**config.mk**
```make
export PLATFORM = sky130hd
export DESIGN_NAME = multi_cycle_control
export DESIGN_NICKNAME = d
export VERILOG_FILES = /design/src/rtl/multi_cycle_control.sv
export SDC_FILE = /design/constraint.sdc
export NUM_CORES = 1
export LEC_CHECK = 0
export CORE_ASPECT_RATIO = 0.8
export CORE_UTILIZATION = 44
export DETAILED_ROUTE_END_ITERATION = 16
export PLACE_DENSITY = 0.89
export SLEW_MARGIN = 0
export SYNTH_ARGS = -nofsm -noshare
export SYNTH_HDL_FRONTEND = slang
export SYNTH_SLANG_ARGS = --single-unit
```
**constraint.sdc**
```tcl
create_clock -name MCLK -period 4.4 [get_ports MCLK]
set_clock_uncertainty 0.05 [all_clocks]
set_input_delay 0.66 -clock MCLK [delete_from_list [all_inputs] [get_ports MCLK]]
set_output_delay 0.66 -clock MCLK [all_outputs]
set_load 0.05 [all_outputs]
```
**src/rtl/multi_cycle_control.sv**
```systemverilog
// Main control FSM of the multi-cycle MIPS-subset core: Moore strobes per state,
// a retired-instruction counter and a sticky halt on an unknown opcode.
module multi_cycle_control #(
  parameter logic [5:0] OP_R    = 6'b000000,
  parameter logic [5:0] OP_LW   = 6'b100011,
  parameter logic [5:0] OP_SW   = 6'b101011,
  parameter logic [5:0] OP_BEQ  = 6'b000100,
  parameter logic [5:0] OP_J    = 6'b000010,
  parameter logic [5:0] OP_ADDI = 6'b001000
) (
  input  logic        MCLK,
  input  logic        MRST,
  input  logic [5:0]  Op,
  input  logic        Zero,
  output logic        PCWrite,
  output logic        PCEn,
  output logic        IorD,
  output logic        MemRead,
  output logic        MemWrite,
  output logic        MemtoReg,
  output logic        IRWrite,
  output logic        RegWrite,
  output logic        RegDst,
  output logic        ALUSrcA,
  output logic [1:0]  PCSrc,
  output logic [1:0]  ALUSrcB,
  output logic [1:0]  ALUOp,
  output logic [3:0]  State,
  output logic        Halted,
  output logic [15:0] InstrCount
);

  typedef enum logic [3:0] {
    S_FETCH  = 4'd0,
    S_DECODE = 4'd1,
    S_MEMADR = 4'd2,
    S_MEMRD  = 4'd3,
    S_MEMWB  = 4'd4,
    S_MEMWR  = 4'd5,
    S_EXEC   = 4'd6,
    S_ALUWB  = 4'd7,
    S_BRANCH = 4'd8,
    S_ADDIEX = 4'd9,
    S_ADDIWB = 4'd10,
    S_JUMP   = 4'd11,
    S_HALT   = 4'd15
  } state_t;

  state_t      state_q, state_d;
  logic [15:0] instr_count_q, instr_count_d;
  logic        retire;
  logic        branch;

  always_ff @(posedge MCLK) begin
    if (!MRST) begin
      state_q       <= S_FETCH;
      instr_count_q <= '0;
    end else begin
      state_q       <= state_d;
      instr_count_q <= instr_count_d;
    end
  end

  always_comb begin
    state_d = state_q;
    case (state_q)
      S_FETCH:  state_d = S_DECODE;
      S_DECODE: begin
        if (Op == OP_LW || Op == OP_SW) state_d = S_MEMADR;
        else if (Op == OP_R)            state_d = S_EXEC;
        else if (Op == OP_BEQ)          state_d = S_BRANCH;
        else if (Op == OP_J)            state_d = S_JUMP;
        else if (Op == OP_ADDI)         state_d = S_ADDIEX;
        else                            state_d = S_HALT;
      end
      // IR still holds the opcode, so LW/SW is resolved again here.
      S_MEMADR: state_d = (Op == OP_SW) ? S_MEMWR : S_MEMRD;
      S_MEMRD:  state_d = S_MEMWB;
      S_EXEC:   state_d = S_ALUWB;
      S_ADDIEX: state_d = S_ADDIWB;
      S_MEMWB, S_MEMWR, S_ALUWB, S_BRANCH, S_ADDIWB, S_JUMP: state_d = S_FETCH;
      S_HALT:   state_d = S_HALT;
      default:  state_d = S_HALT;
    endcase
  end

  always_comb begin
    retire = 1'b0;
    case (state_q)
      S_MEMWB, S_MEMWR, S_ALUWB, S_BRANCH, S_ADDIWB, S_JUMP: retire = 1'b1;
      default: retire = 1'b0;
    endcase
    instr_count_d = retire ? instr_count_q + 16'd1 : instr_count_q;
  end

  always_comb begin
    PCWrite  = 1'b0;
    IorD     = 1'b0;
    MemRead  = 1'b0;
    MemWrite = 1'b0;
    MemtoReg = 1'b0;
    IRWrite  = 1'b0;
    RegWrite = 1'b0;
    RegDst   = 1'b0;
    ALUSrcA  = 1'b0;
    PCSrc    = 2'b00;
    ALUSrcB  = 2'b00;
    ALUOp    = 2'b00;
    branch   = 1'b0;
    case (state_q)
      S_FETCH: begin
        MemRead = 1'b1;
        IRWrite = 1'b1;
        ALUSrcB = 2'b01;
        PCWrite = 1'b1;
      end
      S_DECODE: ALUSrcB = 2'b11;
      S_MEMADR, S_ADDIEX: begin
        ALUSrcA = 1'b1;
        ALUSrcB = 2'b10;
      end
      S_MEMRD: begin
        MemRead = 1'b1;
        IorD    = 1'b1;
      end
      S_MEMWR: begin
        MemWrite = 1'b1;
        IorD     = 1'b1;
      end
      S_MEMWB: begin
        MemtoReg = 1'b1;
        RegWrite = 1'b1;
      end
      S_EXEC: begin
        ALUSrcA = 1'b1;
        ALUOp   = 2'b10;
      end
      S_ALUWB: begin
        RegDst   = 1'b1;
        RegWrite = 1'b1;
      end
      S_ADDIWB: RegWrite = 1'b1;
      S_BRANCH: begin
        ALUSrcA = 1'b1;
        ALUOp   = 2'b01;
        PCSrc   = 2'b01;
        branch  = 1'b1;
      end
      S_JUMP: begin
        PCWrite = 1'b1;
        PCSrc   = 2'b10;
      end
      default: ;
    endcase
    // In reset the datapath sees idle FETCH selects with every write disabled.
    if (!MRST) begin
      PCWrite  = 1'b0;
      IorD     = 1'b0;
      MemRead  = 1'b0;
      MemWrite = 1'b0;
      MemtoReg = 1'b0;
      IRWrite  = 1'b0;
      RegWrite = 1'b0;
      RegDst   = 1'b0;
      ALUSrcA  = 1'b0;
      PCSrc    = 2'b00;
      ALUSrcB  = 2'b01;
      ALUOp    = 2'b00;
      branch   = 1'b0;
    end
    PCEn = PCWrite | (branch & Zero);
  end

  assign State      = state_q;
  assign Halted     = (state_q == S_HALT);
  assign InstrCount = instr_count_q;

endmodule
```
; Yosys cells after proc, flatten, opt, wreduce, memory -nomap -nowiden
; Index checks and enable logic that the tools add are counted.
[word_totals]
ff_bits = 20
input_bits = 9
out_inout_bits = 37
word_cells = 66
[op_classes]
n_addsub = 1
eq_ne = 17
n_mux = 34
bitwise = 2
n_reduce_logical = 10
[ops]
columns = cell, count
row1 = $pmux 4 s7, 1
row2 = $mux 1, 21
row3 = $eq 4x4->1 const B, 5
row4 = $add 16x1->16 const B, 1
row5 = $eq 4x3->1 const B, 4
row6 = $eq 6x6->1 const B, 2
row7 = $mux 3, 4
row8 = $eq 4x2->1 const B, 2
row9 = $mux 4, 2
row10 = $pmux 2 s2, 2
row11 = $reduce_or 2->1, 4
row12 = $eq 6x2->1 const B, 1
row13 = $eq 6x3->1 const B, 1
row14 = $eq 6x4->1 const B, 1
row15 = $logic_not 6->1, 1
row16 = $mux 2, 3
row17 = $pmux 2 s3, 1
row18 = $reduce_or 6->1, 1
row19 = $eq 4x1->1 const B, 1
row20 = $logic_not 4->1, 1
row21 = $reduce_or 4->1, 1
row22 = $reduce_or 3->1, 1
row23 = $and 1x1->1, 1
row24 = $logic_or 1x1->1, 1
row25 = $or 1x1->1, 1

; Logic depth before layout (Yosys ltp)
; Gate-level depths: netlist of the first run.
[logic_depth]
depth_word = 7
depth_mapped = 6
depth_no_buf = 5

; Worst setup path before layout of the first run
; No wires, ideal clock.
[synth_timing]
kind = register to output
from = register state_q[2] (netlist: State[2])
to = output port IorD
arrival_time_ns = 2.542
required_ns = 3.690
slack_ns = 1.148
path_stages_with_launch = 4
n_path_buf = 1
cell_sequence = dfxtp_1 > buf_1 > xnor2_1 > nor4_1
[synth_via]
elab_chain_len = 4
word_cells_on_any_way = 5
classes_between = 2 x eq/ne / 2 x mux / 1 x reduce/logical
[synth_lines]
columns = item, line
row1 = start: declaration, 49  ; state_t state_q, state_d;
row2 = start signal: assignment, 59  ; state_q <= state_d;
row3 = $eq 4x3->1 / $eq 4x2->1 (equally long branches), 110  ; case (state_q)
row4 = $reduce_or 2->1 (no line) *, --
row5 = $mux 1 *, 110
row6 = $mux 1 *, 156  ; if (!MRST) begin
row7 = end: declaration, 17  ; output logic IorD,
; Every way passes the cells marked *; elsewhere a longest branch is shown, timed or not.

; Worst setup path after layout of the first run
[layout_timing]
from = input port MRST
to = output port PCEn
[layout_via]
elab_chain_len = 3
word_cells_on_any_way = 4
classes_between = 2 x mux / 2 x bitwise
[layout_lines]
columns = item, line
row1 = start: declaration, 12  ; input logic MRST,
row2 = $mux 1, 156
row3 = $and 1x1->1, 171  ; PCEn = PCWrite | (branch & Zero);
row4 = $or 1x1->1 *, 171
row5 = end: declaration, 16  ; output logic PCEn,
; Marked as above.

==> results of run 1 <==
## how the worst max path moves through the flow
stage | start | to | slack (ns) | cells after the start
2_1_floorplan | State[2]$_SDFF_PN0_ | IorD | 1.15 | 3
3_3_place_gp | MRST | PCEn | 0.93 | 6
3_5_place_dp | MRST | PCEn | 0.87 | 6
4_1_cts | MRST | PCEn | 0.87 | 6
5_1_grt | MRST | PCEn | 0.75 | 6
6_report | MRST | PCEn | 0.85 | 6
## layer usage
metal	part of all wire [%]	vias to the layer above	routed length (um)	global-route usage, %
li1	-	678	-	-
met1	46	652	1524	31.68
met2	49	33	1639	36.92
met3	4.0	2	133	4.724
met4	0.45	0	15	4.815
met5	0	-	0	0
## where the power goes
part	leakage [nW]	total [mW]	internal, mW	switching, mW
combinational	0.391	0.663	0.230	0.432
sequential	0.162	0.266	0.205	0.0615
clock	0.0279	0.148	0.0921	0.0560
total	0.581	1.08	0.527	0.550
## logic make-up after synthesis
kind of cell | count (synthesis)
compound gates | 41
mux | 5
flops | 20
xor+xnor | 4
simple gates | 75
buf+inv | 15
fa+ha+maj | 1
## worst reg2reg max path, cell delays in order (launching register included)
cell and delay [ns]:
dfxtp_1 0.65, and2b_2 0.28, a22oi_4 0.20, or4_1 0.55, a21oi_1 0.17
## synth_stat cells (2+ instances only)
library cell and instances:
dfxtp_1 20, or3_1 7, nand2_1 14, a21oi_1 17, mux2i_1 5, or4_1 8, inv_1 7, clkbuf_1 2
nand3_1 4, xor2_1 2, o31ai_1 9, buf_2 3, nor2_1 18, xnor2_1 2, nor4_1 2, nand4_1 2
nand2b_1 4, o21ai_0 5, nor2b_1 2, nor3_1 4, and4_1 2
## area by class of cell
type / count / area, um2
clock buffers: 3 / 22.52
multi-input cells: 126 / 792.0
flip-flops and latches: 20 / 400.4
fillers: 209 / 808.3
inverters: 7 / 26.28
clock inverters: 1 / 30.03
well taps: 36 / 45.04
repair buffers: 46 / 457.9
## registers in the layout (all words and copies together), names as in the netlist
| signal | flops |
|---|---|
| InstrCount | 16 |
| State | 4 |
## per-stage QoR
stage	setup WS (ns)	utilization [%]	power, mW	instance area, um2
floorplan	1.148	-	0.7542	1261
global placement	0.9324	66.67	0.9135	1722
detailed placement	0.8672	66.67	0.9291	1722
CTS	0.8668	68.70	1.079	1774
global route	0.7457	68.70	1.138	1774
finish	0.8507	68.70	1.077	1774
==> impl_metrics.py, run 1 <==
metrics = {
    "status": {
        "outcome": "finished clean",
    },
    "global_route": {
        "grt.total_usage_pct": 23.10,
        "grt_pass1_wl_um": 5457,
        "antenna_found_initial": 0,
        "grt_pass1_vias": 1201,
        "overflow": 0,
        "grt_start_max_net_pins": 29,
    },
    "die": {
        "fp.coreArea_um2": 2582,
        "row_count": 16,
        "initial_core_util_pct": 48.84,
        "fp.dieH_um": 49.89,
        "die-area_um2": 3086,
        "die_width_um": 61.86,
        "ioPinCount": 46,
    },
    "clocking": {
        "postCtsResizedCells": 0,
        "htree_levels": 1,
        "path_clk_slew_ns": 0.11,
        "cts_hold_buf": 0,
        "clockRootBuffer": "clkbuf_4",
        "cts_buffers": 3,
        "worstSkewPairLatency_ns": 0.30,
        "cts_setup_buffers": 0,
        "clockBufferDepth": 2,
        "cts.sinks": 20,
        "tritoncts": "done",
    },
    "synth": {
        "ys_seq_elements": 20,
        "netlist_area_um2": 1261,
        "yosys_warnings": 0,
        "synth_top_family_by_area": "simple AND/OR/NAND/NOR gates",
        "syn_inst": 161,
        "synth.area.top_cells": "dfxtp_1 (32%), a21oi_1 (6.7%), nor2_1 (5.4%)",
        "synth_seq_area_share_pct": 31.75,
        "synth_ff_type": "dfxtp_1",
        "async_flop_share_pct": 0,
        "synth_compound_area_share_pct": 22.02,
        "yosys.area.top_type_share_pct": 31.75,
        "synthMuxAreaShare_pct": 3.968,
        "syn_area_per_cell_um2": 7.834,
        "yosys.area_share.xor_xnor_pct": 2.778,
        "synth_simple_gate_area_share_pct": 33.04,
        "synth.net_count": 171,
        "yosys.area.top_type": "dfxtp_1",
        "synthAdderAreaFrac_pct": 0.9921,
        "synth_edf_count": 0,
        "synth_cell_types": 43,
    },
    "hold_path": {
        "whs_endpoint": "InstrCount[15]$_SDFFE_PN0P_",
        "min_path_type": "reg2reg",
        "hold_start": "InstrCount[15]$_SDFFE_PN0P_",
        "whs_path_depth": 2,
    },
    "detailed_routing": {
        "ant_nets": 0,
        "routedWlPerCell_um": 13.86,
        "vias_per_cell": 5.711,
        "wl_um": 3312,
        "drc": 0,
        "firstDrtPassIters": 4,
        "drt_iter0_markers": 75,
        "vias": 1365,
    },
    "sta": {
        "rsz0062_at_grt": "false",
        "period_needed_ns": 3.549,
        "worstMarginPinSlew_ns": 0.6383,
        "min_period_over_period_pct": 80.67,
        "hold_viol_final": 0,
        "fmax_ghz": 0.2817,
        "timing.hold.ws_ns": 0.4431,
        "setup_violations": 0,
        "finalMaxSlewViolations": 0,
        "tns_ns": 0,
        "slew_headroom_pct": 57.44,
    },
    "cells_and_area": {
        "num_antenna_cells": 0,
        "final_cell_mix": "clkdlybuf4s50_1 (45), dfxtp_1 (20), nor2_1 (18), a21oi_1 (17), nand2_1 (14)",
        "area_delta_synth_final_pct": 40.67,
        "layout.nets": 214,
        "fin_cells": 239,
        "layout_commonest_cell": "clkdlybuf4s50_1",
        "layout-drive-gt1-share_pct": 5.419,
    },
    "critical_path": {
        "critPathTopFamily": "buffers and inverters",
        "worst-path-buf-inv": 3,
        "setup.worst_path.start_class": "input pin",
        "cp.required_ns": 3.69,
        "path_cells": "clkdlybuf4s50_1, inv_1, or3_1, o22ai_1, a21o_1, clkdlybuf4s50_1",
        "regToRegSetupSlack_ns": 2.44,
        "r2r-end": "InstrCount[13]$_SDFFE_PN0P_",
        "r2r_cells": 4,
        "end_kind": "output pin",
        "rr_startpoint": "State[2]$_SDFF_PN0_",
        "setup.worst_path.class": "in2out",
        "worstPathArrival_ns": 2.84,
        "cpMaxStageDelayCell": "clkdlybuf4s50_1",
        "cp_slowest_stage_delay_ns": 0.80,
        "cpMostUsedCell": "clkdlybuf4s50_1",
        "crit_fanout": 8,
    },
    "placed_design": {
        "placed_cells": 235,
        "hpwl_um": 2461,
        "gp_congestion": 0.8796,
        "port_buffers": 45,
    },
    "flow_run": {
        "cap_violations": 0,
    },
    "power": {
        "power_density_nw_per_um2": 606.9,
        "cellLeakagePower_nw": 0.5809,
        "ir_drop_uv": 436.2,
    },
}
Note: power is estimated with default switching activity, not from simulation.
==> run 2, diff against run 1 <==
CORE_UTILIZATION = 40   (was 44)
PLACE_DENSITY = 0.86   (was 0.89)
clock period = 2.89 ns   (was 4.4 ns; I/O delays follow)
==> run 2 against run 1 <==
  * Global-route usage is 2.9 points lower
  * Combinational power rose by 72%
  * Wire length rose by 1.2%
  * Critical path type is now reg2out
  * Critical endpoint is now Halted
==> impl_metrics.py, run 2 (synthesis gave the netlist of run 1 again) <==
metrics = {
    "status": {
        "outcome": "finished clean",
    },
    "sta": {
        "setup_ws_ns": 0.3640,
        "fmax_ghz": 0.3959,
        "worstMarginPinSlew_ns": 0.6535,
        "slew_headroom_pct": 56.43,
        "finalMaxSlewViolations": 0,
        "period_needed_ns": 2.526,
        "setup_violations": 0,
        "rsz0062_at_grt": "false",
        "timing.hold.ws_ns": 0.4284,
        "tns_ns": 0,
        "min_period_over_period_pct": 87.40,
        "hold_viol_final": 0,
    },
    "power": {
        "cellLeakagePower_nw": 0.6336,
        "ir_drop_uv": 689.9,
        "design_power_total_mw": 1.728,
        "power_density_nw_per_um2": 938.1,
    },
    "cells_and_area": {
        "layout.nets": 215,
        "layout_commonest_cell": "clkdlybuf4s50_1",
        "layout-drive-gt1-share_pct": 13.30,
        "final_cell_mix": "clkdlybuf4s50_1 (30), dfxtp_1 (20), nor2_1 (18), a21oi_1 (17), nand2_1 (14)",
        "area_delta_synth_final_pct": 46.03,
        "largest_reg_flops": 16,
        "stdcell_area_um2": 1842,
        "num_antenna_cells": 0,
        "fill_cells": 262,
    },
    "global_route": {
        "grt.total_usage_pct": 20.20,
        "grt_start_max_net_pins": 29,
        "grt_pass1_vias": 1163,
        "grtUsageMet2_pct": 30.03,
        "antenna_found_initial": 0,
        "grt_pass1_wl_um": 5278,
        "overflow": 0,
        "use_met3_pct": 3.913,
        "grt.busiest_layer": "met2",
        "use_met1_pct": 29.33,
    },
    "critical_path": {
        "rr_startpoint": "State[3]$_SDFF_PN0_",
        "setup.worst_path.start_class": "flop",
        "r2r-end": "InstrCount[1]$_SDFFE_PN0P_",
        "crit_fanout": 12,
        "worst-path-buf-inv": 1,
        "end_kind": "output pin",
        "setup.worst_path.class": "reg2out",
        "critPathTopFamily": "buffers and inverters",
        "path_cells": "nand2_1, nor2_1, clkdlybuf4s50_1",
        "worstPathArrival_ns": 2.04,
        "regToRegSetupSlack_ns": 0.95,
        "worstSetupPathDepth": 3,
        "cpMaxStageDelayCell": "clkdlybuf4s50_1",
        "r2r_cells": 4,
        "cp_slowest_stage_delay_ns": 0.83,
        "cp.required_ns": 2.41,
    },
    "hold_path": {
        "whs_path_depth": 2,
        "whs_endpoint": "InstrCount[15]$_SDFFE_PN0P_",
        "min_path_type": "reg2reg",
        "hold_start": "InstrCount[15]$_SDFFE_PN0P_",
    },
    "clocking": {
        "clockBufferDepth": 2,
        "clockRootBuffer": "clkbuf_8",
        "postCtsResizedCells": 0,
        "path_clk_slew_ns": 0.07,
        "worstSkewPairLatency_ns": 0.26,
        "cts_buffers": 3,
        "tritoncts": "done",
        "cts_setup_buffers": 0,
        "cts_hold_buf": 0,
        "htree_levels": 1,
        "cts.sinks": 20,
    },
    "die": {
        "die-area_um2": 3383,
        "ioPinCount": 46,
        "die_width_um": 64.78,
        "fp.coreArea_um2": 2872,
        "fp.dieH_um": 52.23,
        "initial_core_util_pct": 43.92,
        "row_count": 17,
    },
    "detailed_routing": {
        "firstDrtPassIters": 4,
        "vias": 1336,
        "ant_nets": 0,
        "wl_um": 3351,
        "drc": 0,
        "routedWlPerCell_um": 13.90,
        "drt_iter0_markers": 77,
        "vias_per_cell": 5.544,
    },
    "placed_design": {
        "gp_congestion": 0.8197,
        "port_buffers": 45,
        "hpwl_um": 2456,
        "place_area_um2": 1800,
        "place_ws_ns": 0.3975,
    },
    "flow_run": {
        "cap_violations": 0,
    },
}
run 2: final cells by class:
cell class                      instances  area (um2)  share of cell area, %
Clock buffer                            3       41.29                  2.242
Inverter                                7       26.28                  1.427
Multi-Input combinational cell        126       798.3                  43.34
Sequential cell                        20       400.4                  21.74
Tap cell                               38       47.55                  2.582
Timing Repair Buffer                   47       528.0                  28.67
run 2: layer usage:
layer,vias up,share of wire (%)
met5,-,0
li1,676,-
met4,0,1.1
met2,37,44
met3,4,4.7
met1,619,50
run 2: through the flow:
stage / util, % / std cells
after floorplan: - / 161
final: 64.14 / 241
after global placement: 62.70 / 238
after detailed placement: 62.70 / 238
after global routing: 64.14 / 241
after CTS: 64.14 / 241
run 2: power breakdown:
group / internal (mW) / leakage [nW] / switching, mW / total [mW]
sequential: 0.312 / 0.162 / 0.0948 / 0.407
clock: 0.0929 / 0.0216 / 0.0892 / 0.182
combinational: 0.448 / 0.450 / 0.691 / 1.14
total: 0.853 / 0.634 / 0.875 / 1.73
run 2: worst max-delay path by stage:
stage	from	endpoint
floorplan	State[3]$_SDFF_PN0_	PCEn
global route	State[1]$_SDFF_PN0_	Halted
global placement	MRST	PCEn
CTS	State[1]$_SDFF_PN0_	Halted
detailed placement	MRST	PCEn
finish	State[1]$_SDFF_PN0_	Halted
run 2: worst min-delay path, stage by stage (launching register included):
cell and delay, ns:
dfxtp_1 0.32, nand2_1 0.06, mux2i_1 0.06
